==> src/rtl/i2c_txn_arbiter_if.sv <==
// i2c_txn_arbiter_if
//   Bundles every signal of the transaction arbiter except clock and reset.
//   It covers the requester-side descriptors and handshakes, and the side
//   that talks to a single I2C master.
//   modport master : view taken by the arbiter (drives grants and m_* controls)
//   modport slave  : view taken by the surroundings (requesters + I2C master)
//   Requester side : req, req_r_nw, req_dev_addr, req_num_addr, req_num_data,
//                    req_wr_data (in); gnt, wr_req, rd_data, rd_valid, done,
//                    err (out)
//   Master side    : m_start, m_r_nw, m_dev_addr, m_num_bytes_address,
//                    m_num_bytes_data, m_data_in, m_n_rst (out);
//                    m_ready, m_rd_req, m_out_data, m_out_ena (in)
interface i2c_txn_arbiter_if #(
  parameter int N_REQ = 4
);
  logic [N_REQ-1:0]   req;
  logic [N_REQ-1:0]   req_r_nw;
  logic [7*N_REQ-1:0] req_dev_addr;
  logic [8*N_REQ-1:0] req_num_addr;
  logic [8*N_REQ-1:0] req_num_data;
  logic [8*N_REQ-1:0] req_wr_data;
  logic [N_REQ-1:0]   gnt;
  logic [N_REQ-1:0]   wr_req;
  logic [7:0]         rd_data;
  logic [N_REQ-1:0]   rd_valid;
  logic [N_REQ-1:0]   done;
  logic               err;
  logic               m_start;
  logic               m_r_nw;
  logic [6:0]         m_dev_addr;
  logic [7:0]         m_num_bytes_address;
  logic [7:0]         m_num_bytes_data;
  logic [7:0]         m_data_in;
  logic               m_ready;
  logic               m_rd_req;
  logic [7:0]         m_out_data;
  logic               m_out_ena;
  logic               m_n_rst;

  modport master (
    input  req, req_r_nw, req_dev_addr, req_num_addr, req_num_data, req_wr_data,
    input  m_ready, m_rd_req, m_out_data, m_out_ena,
    output gnt, wr_req, rd_data, rd_valid, done, err,
    output m_start, m_r_nw, m_dev_addr, m_num_bytes_address, m_num_bytes_data,
    output m_data_in, m_n_rst
  );

  modport slave (
    output req, req_r_nw, req_dev_addr, req_num_addr, req_num_data, req_wr_data,
    output m_ready, m_rd_req, m_out_data, m_out_ena,
    input  gnt, wr_req, rd_data, rd_valid, done, err,
    input  m_start, m_r_nw, m_dev_addr, m_num_bytes_address, m_num_bytes_data,
    input  m_data_in, m_n_rst
  );
endinterface

==> src/rtl/i2c_txn_arbiter.sv <==
// i2c_txn_arbiter
//   Shares one I2C master among N_REQ requesters. Picks a winner round-robin,
//   holds its descriptor on the master for the whole transfer, and routes
//   write-byte requests and read strobes to the winner. If the master never
//   starts, or stays busy too long, the arbiter pulses m_n_rst and ends the
//   transfer with done+err.
//   Ports:
//     clk   : system clock
//     n_rst : synchronous active-low reset
//     bus   : i2c_txn_arbiter_if.master (requester and master-side signals)
module i2c_txn_arbiter #(
  parameter int          N_REQ       = 4,
  parameter int          IDX_W       = 2,
  parameter logic [23:0] TIMEOUT_CYC = 24'd2000000,
  parameter int          RECOVER_CYC = 4
) (
  input  logic               clk,
  input  logic               n_rst,
  i2c_txn_arbiter_if.master  bus
);

  typedef enum logic [2:0] {
    IDLE,
    LAUNCH,
    WAIT_BUSY,
    BUSY,
    DONE,
    RECOVER
  } state_t;

  state_t           state;
  logic [IDX_W-1:0] ptr;
  logic [IDX_W-1:0] idx;
  logic [IDX_W-1:0] win_idx;
  logic             win_found;
  logic [23:0]      tcnt;
  logic [1:0]       wcnt;
  logic [7:0]       rcnt;

  function automatic logic [N_REQ-1:0] onehot(input logic [IDX_W-1:0] i);
    logic [N_REQ-1:0] v;
    v    = '0;
    v[i] = 1'b1;
    return v;
  endfunction

  // Busy-time counter saturates instead of wrapping.
  function automatic logic [23:0] sat_inc(input logic [23:0] c);
    return (&c) ? c : c + 24'd1;
  endfunction

  function automatic logic [IDX_W-1:0] next_idx(input logic [IDX_W-1:0] i);
    if (int'(i) == N_REQ - 1) return '0;
    return i + IDX_W'(1);
  endfunction

  // Round-robin search: first requesting index at or after ptr, wrapping.
  always_comb begin
    win_found = 1'b0;
    win_idx   = ptr;
    for (int k = 0; k < N_REQ; k++) begin
      if (!win_found && bus.req[(int'(ptr) + k) % N_REQ]) begin
        win_found = 1'b1;
        win_idx   = IDX_W'((int'(ptr) + k) % N_REQ);
      end
    end
  end

  // Write data follows the granted requester live. The master samples it
  // well after wr_req, so a requester has time to update it.
  assign bus.m_data_in = bus.req_wr_data[8*idx +: 8];

  always_ff @(posedge clk) begin
    if (!n_rst) begin
      state                   <= IDLE;
      ptr                     <= '0;
      idx                     <= '0;
      tcnt                    <= '0;
      wcnt                    <= '0;
      rcnt                    <= '0;
      bus.gnt                 <= '0;
      bus.wr_req              <= '0;
      bus.rd_data             <= '0;
      bus.rd_valid            <= '0;
      bus.done                <= '0;
      bus.err                 <= 1'b0;
      bus.m_start             <= 1'b0;
      bus.m_r_nw              <= 1'b0;
      bus.m_dev_addr          <= '0;
      bus.m_num_bytes_address <= '0;
      bus.m_num_bytes_data    <= '0;
      bus.m_n_rst             <= 1'b1;
    end else begin
      // Single-cycle strobes default low; states re-assert them as needed.
      bus.wr_req   <= '0;
      bus.rd_valid <= '0;

      case (state)
        IDLE: begin
          if (win_found && bus.m_ready) begin
            // Descriptor is captured once here and frozen until IDLE again.
            idx                     <= win_idx;
            bus.gnt                 <= onehot(win_idx);
            bus.m_start             <= 1'b1;
            bus.m_r_nw              <= bus.req_r_nw[win_idx];
            bus.m_dev_addr          <= bus.req_dev_addr[7*win_idx +: 7];
            bus.m_num_bytes_address <= bus.req_num_addr[8*win_idx +: 8];
            bus.m_num_bytes_data    <= bus.req_num_data[8*win_idx +: 8];
            state                   <= LAUNCH;
          end
        end

        LAUNCH: begin
          bus.m_start <= 1'b0;
          wcnt        <= '0;
          state       <= WAIT_BUSY;
        end

        WAIT_BUSY: begin
          if (!bus.m_ready) begin
            tcnt  <= '0;
            state <= BUSY;
          end else if (wcnt == 2'd3) begin
            // Master never acknowledged the start: treat as a failed launch.
            rcnt        <= '0;
            bus.m_n_rst <= 1'b0;
            state       <= RECOVER;
          end else begin
            wcnt <= wcnt + 2'd1;
          end
        end

        BUSY: begin
          if (bus.m_rd_req) bus.wr_req <= onehot(idx);
          if (bus.m_out_ena) begin
            bus.rd_data  <= bus.m_out_data;
            bus.rd_valid <= onehot(idx);
          end
          if (bus.m_ready) begin
            bus.done <= onehot(idx);
            bus.gnt  <= '0;
            state    <= DONE;
          end else if (tcnt == TIMEOUT_CYC - 24'd1) begin
            rcnt        <= '0;
            bus.m_n_rst <= 1'b0;
            state       <= RECOVER;
          end else begin
            tcnt <= sat_inc(tcnt);
          end
        end

        RECOVER: begin
          if (rcnt == 8'(RECOVER_CYC - 1)) begin
            bus.m_n_rst <= 1'b1;
            bus.done    <= onehot(idx);
            bus.err     <= 1'b1;
            bus.gnt     <= '0;
            state       <= DONE;
          end else begin
            rcnt <= rcnt + 8'd1;
          end
        end

        // Completion strobe cycle, shared by normal and aborted transfers.
        DONE: begin
          bus.done <= '0;
          bus.err  <= 1'b0;
          ptr      <= next_idx(idx);
          state    <= IDLE;
        end

        default: state <= IDLE;
      endcase
    end
  end

endmodule

==> src/flat_wrapper.sv <==
// flat-port wrapper written by rule: the top's interface ports become plain ports
module i2c_txn_arbiter_flat 
#(
  parameter int          N_REQ       = 4,
  parameter int          IDX_W       = 2,
  parameter logic [23:0] TIMEOUT_CYC = 24'd2000000,
  parameter int          RECOVER_CYC = 4
)
  (clk, n_rst, bus_req, bus_req_r_nw, bus_req_dev_addr, bus_req_num_addr, bus_req_num_data, bus_req_wr_data, bus_m_ready, bus_m_rd_req, bus_m_out_data, bus_m_out_ena, bus_gnt, bus_wr_req, bus_rd_data, bus_rd_valid, bus_done, bus_err, bus_m_start, bus_m_r_nw, bus_m_dev_addr, bus_m_num_bytes_address, bus_m_num_bytes_data, bus_m_data_in, bus_m_n_rst);
  i2c_txn_arbiter_if #(.N_REQ(N_REQ)) bus_i ();
  input  logic clk;
  input  logic n_rst;
  input wire logic [$bits(bus_i.req)-1:0] bus_req;
  input wire logic [$bits(bus_i.req_r_nw)-1:0] bus_req_r_nw;
  input wire logic [$bits(bus_i.req_dev_addr)-1:0] bus_req_dev_addr;
  input wire logic [$bits(bus_i.req_num_addr)-1:0] bus_req_num_addr;
  input wire logic [$bits(bus_i.req_num_data)-1:0] bus_req_num_data;
  input wire logic [$bits(bus_i.req_wr_data)-1:0] bus_req_wr_data;
  input wire logic [$bits(bus_i.m_ready)-1:0] bus_m_ready;
  input wire logic [$bits(bus_i.m_rd_req)-1:0] bus_m_rd_req;
  input wire logic [$bits(bus_i.m_out_data)-1:0] bus_m_out_data;
  input wire logic [$bits(bus_i.m_out_ena)-1:0] bus_m_out_ena;
  output wire logic [$bits(bus_i.gnt)-1:0] bus_gnt;
  output wire logic [$bits(bus_i.wr_req)-1:0] bus_wr_req;
  output wire logic [$bits(bus_i.rd_data)-1:0] bus_rd_data;
  output wire logic [$bits(bus_i.rd_valid)-1:0] bus_rd_valid;
  output wire logic [$bits(bus_i.done)-1:0] bus_done;
  output wire logic [$bits(bus_i.err)-1:0] bus_err;
  output wire logic [$bits(bus_i.m_start)-1:0] bus_m_start;
  output wire logic [$bits(bus_i.m_r_nw)-1:0] bus_m_r_nw;
  output wire logic [$bits(bus_i.m_dev_addr)-1:0] bus_m_dev_addr;
  output wire logic [$bits(bus_i.m_num_bytes_address)-1:0] bus_m_num_bytes_address;
  output wire logic [$bits(bus_i.m_num_bytes_data)-1:0] bus_m_num_bytes_data;
  output wire logic [$bits(bus_i.m_data_in)-1:0] bus_m_data_in;
  output wire logic [$bits(bus_i.m_n_rst)-1:0] bus_m_n_rst;
  assign bus_i.req = bus_req;
  assign bus_i.req_r_nw = bus_req_r_nw;
  assign bus_i.req_dev_addr = bus_req_dev_addr;
  assign bus_i.req_num_addr = bus_req_num_addr;
  assign bus_i.req_num_data = bus_req_num_data;
  assign bus_i.req_wr_data = bus_req_wr_data;
  assign bus_i.m_ready = bus_m_ready;
  assign bus_i.m_rd_req = bus_m_rd_req;
  assign bus_i.m_out_data = bus_m_out_data;
  assign bus_i.m_out_ena = bus_m_out_ena;
  assign bus_gnt = bus_i.gnt;
  assign bus_wr_req = bus_i.wr_req;
  assign bus_rd_data = bus_i.rd_data;
  assign bus_rd_valid = bus_i.rd_valid;
  assign bus_done = bus_i.done;
  assign bus_err = bus_i.err;
  assign bus_m_start = bus_i.m_start;
  assign bus_m_r_nw = bus_i.m_r_nw;
  assign bus_m_dev_addr = bus_i.m_dev_addr;
  assign bus_m_num_bytes_address = bus_i.m_num_bytes_address;
  assign bus_m_num_bytes_data = bus_i.m_num_bytes_data;
  assign bus_m_data_in = bus_i.m_data_in;
  assign bus_m_n_rst = bus_i.m_n_rst;
  i2c_txn_arbiter #(.N_REQ(N_REQ), .IDX_W(IDX_W), .TIMEOUT_CYC(TIMEOUT_CYC), .RECOVER_CYC(RECOVER_CYC)) u_core (.clk(clk), .n_rst(n_rst), .bus(bus_i));
endmodule
==> config.mk <==
export PLATFORM = sky130hd
export DESIGN_NAME = i2c_txn_arbiter_flat
export DESIGN_NICKNAME = d
export VERILOG_FILES = /design/src/rtl/i2c_txn_arbiter_if.sv /design/src/rtl/i2c_txn_arbiter.sv /design/src/flat_wrapper.sv
export SDC_FILE = /design/constraint.sdc
export NUM_CORES = 1
export LEC_CHECK = 0
export ABC_AREA = 0
export CORE_ASPECT_RATIO = 1.5
export CORE_MARGIN = 1.5
export CORE_UTILIZATION = 40
export CTS_CLUSTER_DIAMETER = 120
export DETAILED_ROUTE_END_ITERATION = 8
export GPL_ROUTABILITY_DRIVEN = 1
export PLACE_DENSITY = 0.75
export SLEW_MARGIN = 20
export SYNTH_ARGS = -nofsm -noshare
export SYNTH_HDL_FRONTEND = slang
export SYNTH_SLANG_ARGS = --single-unit
==> constraint.sdc <==
create_clock -name clk -period 3.7 [get_ports clk]
set_input_delay 0.925 -clock clk [delete_from_list [all_inputs] [get_ports clk]]
set_output_delay 0.925 -clock clk [all_outputs]
set_load 0.01 [all_outputs]
==> results.sh, run 1 <==
export IMPL_outcome="completed"
export IMPL_synth_nets=777
export IMPL_clk_pin_slew_ps=60
export IMPL_drc=0
export IMPL_crit_path_start_kind="input pin"
export IMPL_hold_buffers=0
export IMPL_grt_use_total=0.226
export IMPL_slew_viol_final=0
export IMPL_fin_crit_ps=3250
export IMPL_cp_max_fo=1
export IMPL_clock_root_buffer="clkbuf_16"
export IMPL_wire_per_inst_um=15.5
export IMPL_fin_util=0.615
export IMPL_die_h_um=140
export IMPL_fp_row_count=49
export IMPL_nets=960
export IMPL_grt_pass1_vias=5122
export IMPL_synth_top_cell_by_area="dfxtp_1"
export IMPL_finalPower_mw=2.78
export IMPL_synth_async_reset_ratio=0
export IMPL_crit_type="in -> out"
export IMPL_routed_wl_um=15000
export IMPL_cts_tree="built"
export IMPL_worst_slack_ps=447
export IMPL_antenna_cells=0
export IMPL_netlist_area_leader_share=0.371
export IMPL_detailed_place_hpwl_um=11600
export IMPL_synth_seq_area_share=0.371
export IMPL_netlist_instances=625
export IMPL_pre_cts_ws_ps=369
export IMPL_vias=5209
export IMPL_syn_to_final_growth_pct=49.6
export IMPL_clock_sinks=92
export IMPL_synth_seq_cells=92
export IMPL_start_util=0.411
export IMPL_grt_max_degree=54
export IMPL_timing_setup_tns_ps=0
export IMPL_port_buffers=203
export IMPL_h_tree_depth=3
export IMPL_synth_area_top_cells="dfxtp_1, nand2_1, a32o_1"
export IMPL_tightest_slew_ps=1090
export IMPL_crit_required_ps=2770
export IMPL_clock_latency_ps=340
export IMPL_hold_path_class="reg -> reg"
export IMPL_ys_warn_count=0
export IMPL_p_leak_nw=2.67
export IMPL_grt_antenna_before_repair=0
export IMPL_die_area_um2=13100
export IMPL_powerDensity_nw_per_um2=374
export IMPL_cts_resized=0
export IMPL_period_share=0.879
export IMPL_hold_viol=0
export IMPL_drtAntennaViolNets=0
export IMPL_rsz0062_at_grt="no"
export IMPL_die_w_um=94
export IMPL_final_layout_size_suffix_gt1_frac=0.0578
export IMPL_grt_pass1_wl_um=23700
export IMPL_grt_overflow=0
export IMPL_finalSetupViolCount=0
export IMPL_postCtsSetupBuffers=0
export IMPL_clock_skew_ps=9.24
export IMPL_synth_edff_count=0
export IMPL_synth_area_um2=4970
export IMPL_fp_coreArea_um2=12100
export IMPL_clockBufferDepth=2
export IMPL_io_pins=204
export IMPL_cts_buffers=9
export IMPL_cap_violations=0
export IMPL_synth_common_cells="nand2_1, dfxtp_1, nor2_1"
export IMPL_worst_ep_arrival_time_ps=2330
export IMPL_firstDrtPassIters=5
export IMPL_yosysMostFrequentCell="nand2_1"
export IMPL_endpoint_kind="primary output"
export IMPL_routabilityCongestion=0.871
export IMPL_ys_types=53
export IMPL_max_freq_ghz=0.307
export IMPL_ir_drop_v=0.000218
export IMPL_drtIter0Drc=201
export IMPL_avgViaCountPerCell=5.39
export IMPL_synth_ff_type="dfxtp_1"
export IMPL_maxSlewHeadroom=0.275
export IMPL_syn_avg_cell_area_um2=7.95
[cells in the final DEF, fill, tap and decap left out, types with 4 or more instances in the layout]
master           Yosys  final
nor2_1              44     43
xor2_1               8      8
dfxtp_1             92     92
xnor2_1             15     15
o22ai_1             27     27
o21ai_0             12     11
or3_1                5      5
a21boi_0            13     13
a22oi_1              4      4
nor4_1              12     11
clkbuf_16            0      9
nor2b_1             15     15
inv_1                7      7
mux4_2               8      8
nor4b_1              4      4
and3_1               6      6
and2_1              12     12
clkdlybuf4s50_1      0    202
a32o_1              26     26
nor3_1              11     11
a21oi_1             37     37
nand3_1             21     21
ha_1                 7      7
nand2_1            140    140
or2_2                6      6
o211ai_1             4      4
buf_4                0     10
nand4_1              6      6
[flip-flops by register name, indices dropped and copies added, names as in the netlist]
register / cells
u_core.bus.rd_data: 8
u_core.bus.m_dev_addr: 7
u_core.bus.m_num_bytes_address: 8
u_core.rcnt: 8
u_core.bus.gnt: 4
u_core.tcnt: 24
u_core.wcnt: 2
u_core.bus.rd_valid: 4
u_core.bus.m_start: 1
u_core.bus.m_num_bytes_data: 8
u_core.idx: 2
u_core.ptr: 2
u_core.state: 3
u_core.bus.done: 4
u_core.bus.wr_req: 4
u_core.bus.err: 1
u_core.bus.m_r_nw: 1
u_core.bus.m_n_rst: 1
[logic make-up after synthesis]
group / count (synthesis) / synth area share
buffers and inverters: 48 / 0.0393
adder cells (fa/ha/maj): 7 / 0.0176
XOR/XNOR: 23 / 0.0405
multiplexers: 10 / 0.0403
AO/OA/AOI/OAI: 146 / 0.206
flip-flops: 92 / 0.371
AND/OR/NAND/NOR: 299 / 0.286
[path summary, 6_finish.rpt]
check                           cells past startpoint  slack, ps                            start                               to
worst max-delay path                                3        450              bus_req_wr_data[27]                 bus_m_data_in[3]
worst min-delay path                                2        460  u_core.bus.done[3]$_SDFFE_PN0P_  u_core.bus.done[3]$_SDFFE_PN0P_
worst max register to register                      6       1090     u_core.state[2]$_SDFFE_PN0P_     u_core.tcnt[19]$_SDFFE_PN0P_
worst min register to register                      2        460  u_core.bus.done[3]$_SDFFE_PN0P_  u_core.bus.done[3]$_SDFFE_PN0P_
[critical path: stages]
cell and delay (ps):
clkdlybuf4s50_1 420, mux4_2 480, clkdlybuf4s50_1 510
[power breakdown]
group | leakage, nW | internal, mW | switching [mW] | total (mW)
Combinational | 1.77 | 0.389 | 0.314 | 0.703
Clock | 0.154 | 0.596 | 0.389 | 0.985
Sequential | 0.746 | 1.05 | 0.0428 | 1.09
Total | 2.67 | 2.03 | 0.747 | 2.78
[layout make-up]
| class | count | area [µm²] |
|---|---|---|
| repair buffers | 213 | 2100 |
| well taps | 153 | 191 |
| flip-flops and latches | 92 | 1840 |
| fillers | 1054 | 4650 |
| clock buffers | 9 | 225 |
| multi-input cells | 485 | 2950 |
| inverters | 7 | 26.3 |
| clock inverters | 7 | 100 |
[metrics by stage]
stage          instance area [µm²]  std cells  hold WS, ps
2_1_floorplan                 4970        625          464
4_1_cts                       7430        966          465
5_1_grt                       7430        966          487
6_report                      7430        966          461
3_5_place_dp                  7110        950          458
3_3_place_gp                  7110        950          452
[layer usage]
layer / vias to the layer above / wire, µm / global-route usage
met5: - / 0 / 0
met4: 0 / 368 / 0.0754
met3: 26 / 1080 / 0.0683
met2: 198 / 7680 / 0.415
met1: 2382 / 5840 / 0.241
li1: 2603 / - / -
Power figures use the tool's default switching activity.
==> inputs of run 2 (changes only) <==
--- a/config.mk
+++ b/config.mk
@@ -13,7 +13,7 @@
 export DETAILED_ROUTE_END_ITERATION = 8
 export GPL_ROUTABILITY_DRIVEN = 1
 export PLACE_DENSITY = 0.75
-export SLEW_MARGIN = 20
+export SKIP_LAST_GASP = 1
 export SYNTH_ARGS = -nofsm -noshare
 export SYNTH_HDL_FRONTEND = slang
 export SYNTH_SLANG_ARGS = --single-unit
==> results of run 2 <==
Same layout as run 1: the final DEF is identical, and so are final timing and power.
